## src/rtl/mem_arbiter.sv

```systemverilog
// -----------------------------------------------------------------------------
// mem_arbiter
//   Shares a single slow-memory port between the I-cache and D-cache.
//   Each cache holds read/write + addr (+ wdata) until it sees a one-cycle
//   ready pulse. The arbiter picks one requester, registers its command onto
//   the memory port, holds it until mem_ready, and routes the ready pulse back
//   to that requester only.
//
//   Configuration macro: MEM_ARB_ROUND_ROBIN_EN
//     defined   : simultaneous requests go to the cache that was NOT granted
//                 last; last_grant is updated on every grant.
//     undefined : fixed priority, D-cache over I-cache.
//
// Ports
//   clk, rst_n                 clock, asynchronous active-low reset
//   i_read/i_write/i_addr/i_wdata   I-cache request
//   i_rdata, i_ready                I-cache response
//   d_read/d_write/d_addr/d_wdata   D-cache request
//   d_rdata, d_ready                D-cache response
//   mem_read/mem_write/mem_addr/mem_wdata  registered memory command
//   mem_rdata, mem_ready            memory response
// -----------------------------------------------------------------------------
// state   | meaning
// --------+-----------------------------------------------------------------
// IDLE    | no grant; arbitrate and latch the winner's command
// GNT_I   | I-cache command on the memory port, waiting for mem_ready
// GNT_D   | D-cache command on the memory port, waiting for mem_ready
// DONE    | one quiet cycle so the served cache can drop its request
// -----------------------------------------------------------------------------
module mem_arbiter #(
  parameter int ADDR_W = 28,
  parameter int DATA_W = 128
) (
  input  logic              clk,
  input  logic              rst_n,
  input  logic              i_read,
  input  logic              i_write,
  input  logic [ADDR_W-1:0] i_addr,
  input  logic [DATA_W-1:0] i_wdata,
  output logic [DATA_W-1:0] i_rdata,
  output logic              i_ready,
  input  logic              d_read,
  input  logic              d_write,
  input  logic [ADDR_W-1:0] d_addr,
  input  logic [DATA_W-1:0] d_wdata,
  output logic [DATA_W-1:0] d_rdata,
  output logic              d_ready,
  output logic              mem_read,
  output logic              mem_write,
  output logic [ADDR_W-1:0] mem_addr,
  output logic [DATA_W-1:0] mem_wdata,
  input  logic [DATA_W-1:0] mem_rdata,
  input  logic              mem_ready
);

  localparam logic [1:0] ST_IDLE  = 2'd0;
  localparam logic [1:0] ST_GNT_I = 2'd1;
  localparam logic [1:0] ST_GNT_D = 2'd2;
  localparam logic [1:0] ST_DONE  = 2'd3;

  logic [1:0]        state_q, state_d;
  logic              mem_read_q, mem_read_d;
  logic              mem_write_q, mem_write_d;
  logic [ADDR_W-1:0] mem_addr_q, mem_addr_d;
  logic [DATA_W-1:0] mem_wdata_q, mem_wdata_d;

  logic req_i;
  logic req_d;
  logic pick_d;

  assign req_i = i_read | i_write;
  assign req_d = d_read | d_write;

`ifdef MEM_ARB_ROUND_ROBIN_EN
  // 1 = D-cache was granted most recently, 0 = I-cache.
  logic last_grant_q, last_grant_d;

  // A lone requester always wins; on a tie the one not served last wins.
  assign pick_d = req_d & (~req_i | ~last_grant_q);
`else
  assign pick_d = req_d;
`endif

  always_comb begin
    state_d     = state_q;
    mem_read_d  = mem_read_q;
    mem_write_d = mem_write_q;
    mem_addr_d  = mem_addr_q;
    mem_wdata_d = mem_wdata_q;
`ifdef MEM_ARB_ROUND_ROBIN_EN
    last_grant_d = last_grant_q;
`endif

    case (state_q)
      ST_IDLE: begin
        if (req_i | req_d) begin
          if (pick_d) begin
            state_d     = ST_GNT_D;
            // A simultaneous write request takes precedence over the read.
            mem_read_d  = d_read & ~d_write;
            mem_write_d = d_write;
            mem_addr_d  = d_addr;
            mem_wdata_d = d_wdata;
`ifdef MEM_ARB_ROUND_ROBIN_EN
            last_grant_d = 1'b1;
`endif
          end else begin
            state_d     = ST_GNT_I;
            mem_read_d  = i_read & ~i_write;
            mem_write_d = i_write;
            mem_addr_d  = i_addr;
            mem_wdata_d = i_wdata;
`ifdef MEM_ARB_ROUND_ROBIN_EN
            last_grant_d = 1'b0;
`endif
          end
        end
      end

      ST_GNT_I, ST_GNT_D: begin
        // Command is held until the memory completes; no preemption.
        if (mem_ready) begin
          state_d     = ST_DONE;
          mem_read_d  = 1'b0;
          mem_write_d = 1'b0;
          mem_addr_d  = '0;
          mem_wdata_d = '0;
        end
      end

      ST_DONE: begin
        state_d = ST_IDLE;
      end

      default: begin
        state_d     = ST_IDLE;
        mem_read_d  = 1'b0;
        mem_write_d = 1'b0;
        mem_addr_d  = '0;
        mem_wdata_d = '0;
      end
    endcase
  end

  always_ff @(posedge clk or negedge rst_n) begin
    if (!rst_n) begin
      state_q     <= ST_IDLE;
      mem_read_q  <= 1'b0;
      mem_write_q <= 1'b0;
      mem_addr_q  <= '0;
      mem_wdata_q <= '0;
    end else begin
      state_q     <= state_d;
      mem_read_q  <= mem_read_d;
      mem_write_q <= mem_write_d;
      mem_addr_q  <= mem_addr_d;
      mem_wdata_q <= mem_wdata_d;
    end
  end

`ifdef MEM_ARB_ROUND_ROBIN_EN
  always_ff @(posedge clk or negedge rst_n) begin
    if (!rst_n) begin
      last_grant_q <= 1'b0;
    end else begin
      last_grant_q <= last_grant_d;
    end
  end
`endif

  assign mem_read  = mem_read_q;
  assign mem_write = mem_write_q;
  assign mem_addr  = mem_addr_q;
  assign mem_wdata = mem_wdata_q;

  // Read data is shared; only the ready pulse tells a cache the data is its own.
  assign i_rdata = mem_rdata;
  assign d_rdata = mem_rdata;

  // mem_ready outside a grant state is ignored.
  assign i_ready = mem_ready & (state_q == ST_GNT_I);
  assign d_ready = mem_ready & (state_q == ST_GNT_D);

  a_one_ready : assert property (@(posedge clk) disable iff (!rst_n)
    !(i_ready && d_ready));
  a_one_cmd : assert property (@(posedge clk) disable iff (!rst_n)
    !(mem_read && mem_write));

endmodule

```

## config.mk

```make
export PLATFORM = sky130hd
export DESIGN_NAME = mem_arbiter
export DESIGN_NICKNAME = d
export VERILOG_FILES = /design/src/rtl/mem_arbiter.sv
export SDC_FILE = /design/constraint.sdc
export NUM_CORES = 1
export LEC_CHECK = 0
export BUFFER_PORTS_ARGS = -buffer_cell sky130_fd_sc_hd__buf_2
export CAP_MARGIN = 20
export CORE_AREA = 3 3 336 338
export DETAILED_ROUTE_END_ITERATION = 6
export DIE_AREA = 0 0 339 341
export HOLD_SLACK_MARGIN = 0.08
export PLACE_DENSITY = 0.34
export SLEW_MARGIN = 20
export SYNTH_ARGS = -nofsm -noshare
export SYNTH_HDL_FRONTEND = slang
export SYNTH_SLANG_ARGS = --single-unit
```

## constraint.sdc

```tcl
create_clock -name clk -period 2.4 [get_ports clk]
set_input_delay 0.48 -clock clk [delete_from_list [all_inputs] [get_ports clk]]
set_output_delay 0.48 -clock clk [all_outputs]
set_load 0.05 [all_outputs]
```

# == After elaboration in Yosys (flattened, before gate mapping) ==
# Cells that the tools add are included.
# totals
regBits,160
inputBits,447
out_inout_bits,416
elab_cells,43
# classes
n_eq_ne,5
muxes,19
bitwise_logic,9
reduce_logical,5
# ops
cell,n
128-bit two-way mux,3
128-bit case mux with 2 select lines,1
28-bit two-way mux,3
28-bit case mux with 2 select lines,1
2-bit two-way mux,3
2-bit case mux with 3 select lines,1
1-bit two-way mux,5
1-bit bitwise AND,4
2-bit == test (second input constant),2
2-bit inequality test (second input constant),2
1-bit case mux with 2 select lines,2
1-bit bitwise OR,3
3-bit AND reduction,1
2-bit by 1-bit == test with 1-bit output (second input constant),1
2-bit zero test,1
1-bit inverter,2
2-bit AND reduction,1
2-bit nonzero test,1
2-bit OR reduction,1

# == Logic depth before layout (Yosys ltp) ==
# depth
word_depth,5
depth_mapped,8
mapped_depth_nobuf,5

# == Worst setup path after synthesis ==
# No wires, ideal clock.
# synth_path
kind,input-to-reg
start,input port d_read
end,"register mem_addr_q[21], in the netlist mem_addr[21]"
setup_ns,0.081
t_arrival_ns,1.750
t_required_ns,2.319
setup_slack_ns,0.569
path_stages,6
path_buffers,3
path_cell_list,or4_1 > and3_1 > buf_6 > buf_12 > buf_8 > o22ai_2
# synth_via
elab_chain_len,4
elab_cells_between_ends,7
cone_classes,eq/ne: 1; mux: 3; bitwise: 2; reduce/logical: 1
# synth_lines
element,line,text
start: declaration,42,"input logic d_read,"
1-bit bitwise OR *,72,assign req_d = d_read | d_write;
28-bit two-way mux or 1-bit bitwise OR (tied branches),"97, 96",
28-bit two-way mux or 2-bit inequality test (tied branches),-,
28-bit case mux with 2 select lines or 3-bit AND reduction (tied branches),-,
end signal: assignment,156,mem_addr_q <= mem_addr_d;
end: declaration,64,"logic [ADDR_W-1:0] mem_addr_q, mem_addr_d;"
# Mark *: on every way between the ends. The rest lies on a longest branch, timed or not. The select of a mux whose other input is x is not followed.
# A chain may end at the register's enable or synchronous reset.

# == Worst setup path in the final report ==
# layout_path
start,register state_q[0]
end,"register mem_wdata_q[126], in the netlist mem_wdata[126]"
# layout_via
elab_chain_len,4
elab_cells_between_ends,9
cone_classes,eq/ne: 4; mux: 1; reduce/logical: 4
# layout_lines
element,line,text
start: declaration,61,"logic [1:0] state_q, state_d;"
start signal: assignment,153,state_q <= state_d;
2-bit by 1-bit == test with 1-bit output or 2-bit == test (tied branches),94,case (state_q)
2-bit OR reduction,94,
2-bit inequality test (no source line) or 2-bit nonzero test (tied branches),-,
3-bit AND reduction (no source line),-,
end signal: assignment,157,mem_wdata_q <= mem_wdata_d;
end: declaration,65,"logic [DATA_W-1:0] mem_wdata_q, mem_wdata_d;"
# Parallel ways exist; a longest one is shown, timed or not.

==> metrics.cfg <==
[final_layout]
drive_above_1_share_pct=56.2
nNetsFinal=1676
mostFrequentLayoutCell=buf_2
areaGrowthSynthToFinish_pct=30.4
fillCellCount=12700
utilization_pct=12.4
final_cell_mix=477 x buf_2, 160 x dfrtp_1, 158 x nand2_1, 156 x mux2i_1, 120 x o22ai_2

[synth]
synth-seq-cells=160
syn_avg_cell_area_um2=10.6
synthCells=987
synth_nets=1438
seq_area_frac_synth_pct=38.2
synthesis.area_mm2=0.0105
yosysUniqueCellTypes=29
yosysWarnings=0

[detailed_routing]
routedWlPerCell_um=14.9
dr_total_vias=7885
drtIter0Drc=207
finalWirelength_um=40700
viasPerCell=2.89
drc=0
ant_nets=0
firstDrtPassIters=6

[status]
status=complete, no violations

[clocking]
post_cts_buffers=0
htree_levels=4
clock_sinks=160
root_buffer=clkbuf_16
cts_tree=done
cts_made_buffers=17
clockBufferDepth=2
clk_latency_ns=0.50
path_clk_slew_ns=0.08

[die]
core_area_mm2=0.110
die-height_um=341
start_util_pct=9.50
fp.dieW_um=339
fp-row-count=122
io_pins=863
dieArea_mm2=0.116

[power]
total_power_w=0.0167
pwr-share-seq_pct=24.7
internal_power_w=0.00804
combPwrFrac_pct=58.1
swShare_pct=51.9
clkPwrFrac_pct=17.2
switchingPower_w=0.00866
p_leak_nw=6.29
pwr_density_cell_mw_per_mm2=1220
peakVddDrop_v=0.000565

[global_routing]
overflow=0
grt_max_degree=85
grt_pass1_wl_um=57800
antenna_found_initial=4
grt_pass1_vias=8693
grt_util_all_layers_pct=6.84

[timing]
hold_viol=0
holdWs_ns=0.269
tightest_slew_ns=0.639
setup_viol=0
period_needed_ns=2.22
setup_slack_ns=0.176
slew_headroom_pct=57.4
fin_crit_sh_pct=92.6
max_freq_ghz=0.450
tns_ns=0
maxSlewViolCount=0
rsz0062_at_grt=false
finClkSkew_ns=0.0154

[worst_setup_path]
crit_type=flop to flop
arrival_ns=2.60
max_stage_delay_ns=0.54
critPathCaptureType=flop
slowest_stage=and3_4
critPathMaxFanout=17
path_cells=inv_1, ha_1, nand2b_1, and3_4, buf_4, o22ai_1
cp-start-kind=flop
cp.required_ns=2.78

[placed_design]
place_congestion=0.767
portBuffers=478
dp_hpwl_um=32200
dp_slack_ns=0.0589

[worst_hold_path]
hp-class=primary input to flop

[job]
cap_violations=0

## flip-flops by register name, indices dropped and copies added, names as in the netlist
| register | count |
|---|---|
| state_q | 2 |
| mem_read | 1 |
| mem_wdata | 128 |
| mem_addr | 28 |
| mem_write | 1 |
## power by group through the flow
| stage | clock network [W] | logic [W] | registers, W |
|---|---|---|---|
| after floorplan | 0 | 0.00531 | 0.00703 |
| after global placement | 0 | 0.00970 | 0.00420 |
| after detailed placement | 0 | 0.00984 | 0.00419 |
| after CTS | 0.00311 | 0.00983 | 0.00415 |
| after global routing | 0.00318 | 0.0104 | 0.00425 |
| final | 0.00288 | 0.00970 | 0.00412 |
## cell families after synthesis
| group | share of synthesized area, % |
|---|---|
| AND/OR/NAND/NOR | 6.46 |
| AO/OA/AOI/OAI | 17.2 |
| flip-flops | 38.2 |
| adder cells (fa/ha/maj) | 0.478 |
| buffers and inverters | 22.8 |
| multiplexers | 14.9 |
## area by class of cell
type / count / area, um^2 / share of cell area (%)
multi-input combinational: 499 / 4110 / 30.0
sequential: 160 / 4000 / 29.3
timing repair buffer: 543 / 3100 / 22.7
tap: 1488 / 1860 / 13.6
clock buffer: 18 / 429 / 3.14
clock inverter: 14 / 146 / 1.07
inverter: 4 / 15.0 / 0.110
antenna: 1 / 2.50 / 0.0183
## worst max-delay path: cells and delay by family (launching register included)
kind            cells  cell delay (ns)
simple gates        2             0.74
buf+inv             2             0.47
fa+ha+maj           1             0.37
flops               1             0.39
compound gates      1             0.14
## repair_timing
| item | 4_1_cts | 5_1_grt |
|---|---|---|
| resized for setup | 0 | 0 |
| hold buffers | 1 | 0 |
| setup endpoints to repair | 0 | 36 |
| hold endpoints to repair | 35 | 0 |
## path summary, 6_finish.rpt
kind | depth (start not counted) | from | slack, ns | endpoint
max | 6 | state_q[0]$_DFFE_PN0P_ | 0.18 | mem_wdata[126]$_DFFE_PN0P_
min | 3 | d_addr[24] | 0.27 | mem_addr[24]$_DFFE_PN0P_
max reg2reg | 6 | state_q[0]$_DFFE_PN0P_ | 0.18 | mem_wdata[126]$_DFFE_PN0P_
min reg2reg | 2 | mem_wdata[93]$_DFFE_PN0P_ | 0.53 | mem_wdata[93]$_DFFE_PN0P_
max in group asynchronous | 3 | rst_n | 1.21 | mem_wdata[51]$_DFFE_PN0P_
min in group asynchronous | 2 | rst_n | 0.55 | mem_addr[1]$_DFFE_PN0P_
## per-stage QoR
stage          area [um^2]  std cells
5_1_grt              13700       2727
4_1_cts              13700       2725
6_report             13700       2727
2_1_floorplan        10500        987
3_5_place_dp         13100       2692
3_3_place_gp         13100       2692
## synth_stat cells (all sizes together)
| library cell | n | share of area (%) |
|---|---|---|
| buf | 291 | 21 |
| dfrtp | 160 | 38 |
| nand2 | 158 | 5.7 |
| mux2i | 156 | 15 |
| o22ai | 156 | 16 |
| clkbuf | 34 | 1.2 |
| ha | 4 | 0.48 |
| inv | 4 | 0.14 |
| nor2 | 4 | 0.17 |
| a21boi | 2 | 0.14 |
| a2bb2oi | 2 | 0.17 |
| and2 | 2 | 0.12 |
| nand2b | 2 | 0.12 |
| nand3b | 2 | 0.14 |
| o21ai | 2 | 0.096 |
| a21oi | 1 | 0.048 |
| a311o | 1 | 0.096 |
| and3 | 1 | 0.060 |
| nor2b | 1 | 0.060 |
| nor4 | 1 | 0.060 |
| o211ai | 1 | 0.072 |
| o21a | 1 | 0.072 |
| or4 | 1 | 0.072 |
## metal layers
layer	routed length, um	track usage [%]	vias to the layer above
li1	-	-	3648
met1	15100	7.07	3692
met2	19700	11.3	415
met3	3850	3.06	130
met4	2060	4.30	0
met5	0	0	-
No activity file was read; power rests on OpenSTA's default activity.
